<file path="src/rtl/prio_enc_scan.sv">
// prio_enc_scan: sequential priority encoder. Accepts a WIDTH-bit request
// vector over valid/ready, then emits one beat per set bit (highest index
// first by default), flagging the final beat and the all-zero vector.
// Build option: define PENC_LSB_FIRST_EN to scan lowest set bit first.
module prio_enc_scan #(
  parameter  int WIDTH = 8,
  localparam int IDX_W = $clog2(WIDTH)
) (
  input  logic             clk,
  input  logic             rst_n,
  input  logic             in_valid,
  output logic             in_ready,
  input  logic [WIDTH-1:0] in_data,
  output logic             out_valid,
  input  logic             out_ready,
  output logic [IDX_W-1:0] out_idx,
  output logic             out_last,
  output logic             out_none
);

  typedef enum logic {
    IDLE = 1'b0,
    SCAN = 1'b1
  } state_t;

  state_t           state_q, state_d;
  logic [WIDTH-1:0] mask_q, mask_d;
  logic [IDX_W-1:0] sel_idx;
  logic             sel_last;

  // Pick the next bit to report, decoded only from the mask register.
  always_comb begin
    sel_idx = '0;
`ifdef PENC_LSB_FIRST_EN
    // Walk downward so the lowest set bit is the last one to win.
    for (int i = WIDTH - 1; i >= 0; i--) begin
      if (mask_q[i]) sel_idx = IDX_W'(i);
    end
`else
    // Walk upward so the highest set bit is the last one to win.
    for (int i = 0; i < WIDTH; i++) begin
      if (mask_q[i]) sel_idx = IDX_W'(i);
    end
`endif
    // At most one bit set: clearing the lowest set bit leaves nothing.
    sel_last = ((mask_q & (mask_q - WIDTH'(1))) == '0);
  end

  // Next-state and output decode; outputs are forced to zero outside SCAN.
  always_comb begin
    state_d   = state_q;
    mask_d    = mask_q;
    in_ready  = 1'b0;
    out_valid = 1'b0;
    out_idx   = '0;
    out_last  = 1'b0;
    out_none  = 1'b0;
    unique case (state_q)
      IDLE: begin
        in_ready = 1'b1;
        if (in_valid) begin
          mask_d  = in_data;
          state_d = SCAN;
        end
      end
      SCAN: begin
        out_valid = 1'b1;
        out_idx   = sel_idx;
        out_last  = sel_last;
        // The mask only reaches zero inside SCAN when the vector was empty,
        // because the last real beat always returns to IDLE.
        out_none  = (mask_q == '0);
        if (out_ready) begin
          mask_d[sel_idx] = 1'b0;
          if (sel_last) state_d = IDLE;
        end
      end
      default: state_d = IDLE;
    endcase
  end

  // State and pending-bit mask registers; reset abandons any scan in flight.
  always_ff @(posedge clk or negedge rst_n) begin
    if (!rst_n) begin
      state_q <= IDLE;
      mask_q  <= '0;
    end else begin
      state_q <= state_d;
      mask_q  <= mask_d;
    end
  end

endmodule

</file>
<file path="config.mk">
export PLATFORM = sky130hd
export DESIGN_NAME = prio_enc_scan
export DESIGN_NICKNAME = d
export VERILOG_FILES = /design/src/rtl/prio_enc_scan.sv
export SDC_FILE = /design/constraint.sdc
export NUM_CORES = 1
export LEC_CHECK = 0
export ABC_CLOCK_PERIOD_IN_PS = 3100
export CAP_MARGIN = 20
export CORE_AREA = 2 2 39 41
export CTS_BUF_LIST = sky130_fd_sc_hd__clkbuf_2
export CTS_CLUSTER_DIAMETER = 80
export CTS_CLUSTER_SIZE = 16
export DETAILED_ROUTE_END_ITERATION = 8
export DIE_AREA = 0 0 41 43
export PLACE_DENSITY_LB_ADDON = 0.08
export SLEW_MARGIN = 20
export SYNTH_ARGS = -nofsm -noshare
export SYNTH_HDL_FRONTEND = slang
export SYNTH_SLANG_ARGS = --single-unit
</file>
<file path="constraint.sdc">
create_clock -name clk -period 3.1 [get_ports clk]
set_clock_uncertainty 0.15 [all_clocks]
set_input_delay 0.31 -clock clk [delete_from_list [all_inputs] [get_ports clk]]
set_output_delay 0.31 -clock clk [all_outputs]
set_load 0.05 [all_outputs]
</file>
==> impl_metrics.json <==
{
  "cts_max_path_buffers": 2,
  "row_count": 14,
  "synth-edff-count": 0,
  "gp_congestion": 0.799,
  "hold_buffers": 0,
  "grt_use_total_pct": 18.9,
  "overflow": 0,
  "grt_pass1_vias": 481,
  "synth_nets": 80,
  "yosysWarnings": 0,
  "wirelength_um": 1310,
  "coreArea_um2": 1380,
  "critPathArrivalTime_ns": 2.31,
  "tightest_slew_ns": 0.654,
  "dieArea_um2": 1760,
  "placedCellCount": 98,
  "synth_cell_type_count": 27,
  "dp_hpwl_um": 987,
  "port_buffers": 18,
  "synth_seq_area_share_pct": 39.2,
  "min_path_type": "in2async",
  "routed_via_density": 5.41,
  "tns_ns": 0,
  "fin_nets": 99,
  "yosys.cell_count.top_type": "nand2_1",
  "area_growth_syn_to_layout_pct": 32.7,
  "grt_antenna_before_repair": 0,
  "reg2reg_slack_ns": 1.53,
  "first_pass_iters": 4,
  "min_period_ns": 2.77,
  "grt_max_degree": 13,
  "io_pins": 19,
  "drive_gt1_share_pct": 10.5,
  "grt_pass1_wl_um": 2160,
  "max_slew_margin_pct": 56.3,
  "drcViolationCount": 0,
  "finalHoldViolCount": 0,
  "status": "completed",
  "ys_ff_latch": 9,
  "rsz0062_at_grt": "false",
  "max_freq_mhz": 361,
  "synth_ff_type": "dfrtp_1",
  "cap_viol_max_count": 0,
  "p_leak_nw": 0.323,
  "fin_crit_sh_pct": 89.4,
  "root_buffer": "clkbuf_2",
  "path_max_fanout": 7,
  "n_antenna_cell": 0,
  "slew_violations": 0,
  "power_density_nw_per_um2": 1190,
  "ant_nets": 0,
  "max-vdd-ir-drop_uv": 430,
  "worst_ep_required_time_ns": 2.64,
  "setup_violations": 0,
  "clk_pin_slew_ns": 0.11,
  "whs_ns": 0.195,
  "r2r-start": "state_q",
  "synth_top_area_share_pct": 39.2,
  "netlist_area_um2": 574,
  "cts_buffers": 3,
  "drt_iter0_drc": 4,
  "clock-sinks": 9,
  "via_count": 552,
  "cts-resized-gates": 0,
  "die_w_um": 41,
  "synthTopCellsByArea": "dfrtp_1 (39%), nand2_1 (6.5%), o21ai_0 (5.2%)",
  "cts_tree": "done",
  "critical_path_class": "reg2out",
  "cts_setup_buffers": 0,
  "insertion_delay_ns": 0.25,
  "syn_inst": 68,
  "avgSynthCellArea_um2": 8.45,
  "h-tree-depth": 1,
  "reg2reg_to": "mask_q[4]",
  "start_util_pct": 41.5,
  "yosys.area.top_type": "dfrtp_1",
  "async_reset_ff_share_pct": 100,
  "worst_r2r_path_depth": 2,
  "post_drt_wl_per_cell_um": 12.9,
  "layout.cells.non_filler": 102,
  "die_h_um": 43,
  "cp-end-kind": "output pin",
  "synthTopCellsByCount": "nand2_1 (10), dfrtp_1 (9), nor2_1 (8)",
  "critPathLaunchType": "flop"
}
==> kinds of logic after synthesis <==
family	Yosys count	share of synthesized area (%)
AOI/OAI and AO/OA	24	28.1
buffers and inverters	7	7.62
and+or+nand+nor	28	25.1
DFF	9	39.2
==> worst max-delay path by stage <==
stage / start / slack, ns / end / cells after the start
global route: mask_q[7] / 0.19 / out_last / 5
finish: mask_q[6] / 0.33 / out_last / 5
CTS: mask_q[6] / 0.34 / out_last / 5
detailed placement: mask_q[7] / 0.62 / out_last / 5
floorplan: state_q / 0.01 / out_none / 3
global placement: mask_q[7] / 0.66 / out_last / 5
==> flip-flops by register name (all words and copies together) (netlist names) <==
| signal | flops |
|---|---|
| mask_q | 8 |
| state_q | 1 |
==> placed cells by master (no fill, tap or decap), drive strengths merged, types with 3 or more instances in the layout <==
master / instances
a22oi: 3
dfrtp: 9
inv: 3
clkdlybuf4s50: 18
nand2: 10
o21ai: 8
nor4: 3
nor2: 8
a21oi: 3
clkbuf: 4
==> cell type report <==
cell class | instances | area [um^2]
fillers | 130 | 622
multi-input cells | 52 | 305
flip-flops and latches | 9 | 225
repair buffers | 18 | 180
clock buffers | 4 | 20.0
well taps | 16 | 20.0
inverters | 3 | 11.3
==> power breakdown <==
part	total (mW)	internal [mW]	leakage [nW]	switching [mW]
sequential	0.242	0.160	0.113	0.0812
clock	0.0785	0.0343	0.0166	0.0443
combinational	0.586	0.225	0.194	0.361
total	0.906	0.419	0.323	0.487
==> metrics by stage <==
stage / setup WS (ns) / utilization, % / area (um^2) / power, mW
3_3_place_gp: 0.656 / 53.6 / 742 / 0.828
2_1_floorplan: 0.0129 / - / 574 / 0.678
3_5_place_dp: 0.620 / 53.6 / 742 / 0.830
6_report: 0.329 / 55.1 / 762 / 0.906
5_1_grt: 0.186 / 55.1 / 762 / 0.972
4_1_cts: 0.340 / 55.1 / 762 / 0.909
==> critical path, cell delays in order, from the launching register on <==
cell and delay [ns]:
dfrtp_1 0.47, nor4_2 0.33, nand2_1 0.13, a21oi_1 0.19, and2_1 0.14, clkdlybuf4s50_1 0.79
==> metal layers <==
metal	vias to the layer above	GRT usage [%]	wire (um)
met3	4	4.71	51
met2	12	25.9	598
li1	282	-	-
met5	-	0	0
met1	254	26.3	633
met4	0	10.0	29
(Power assumes the default switching activity.)
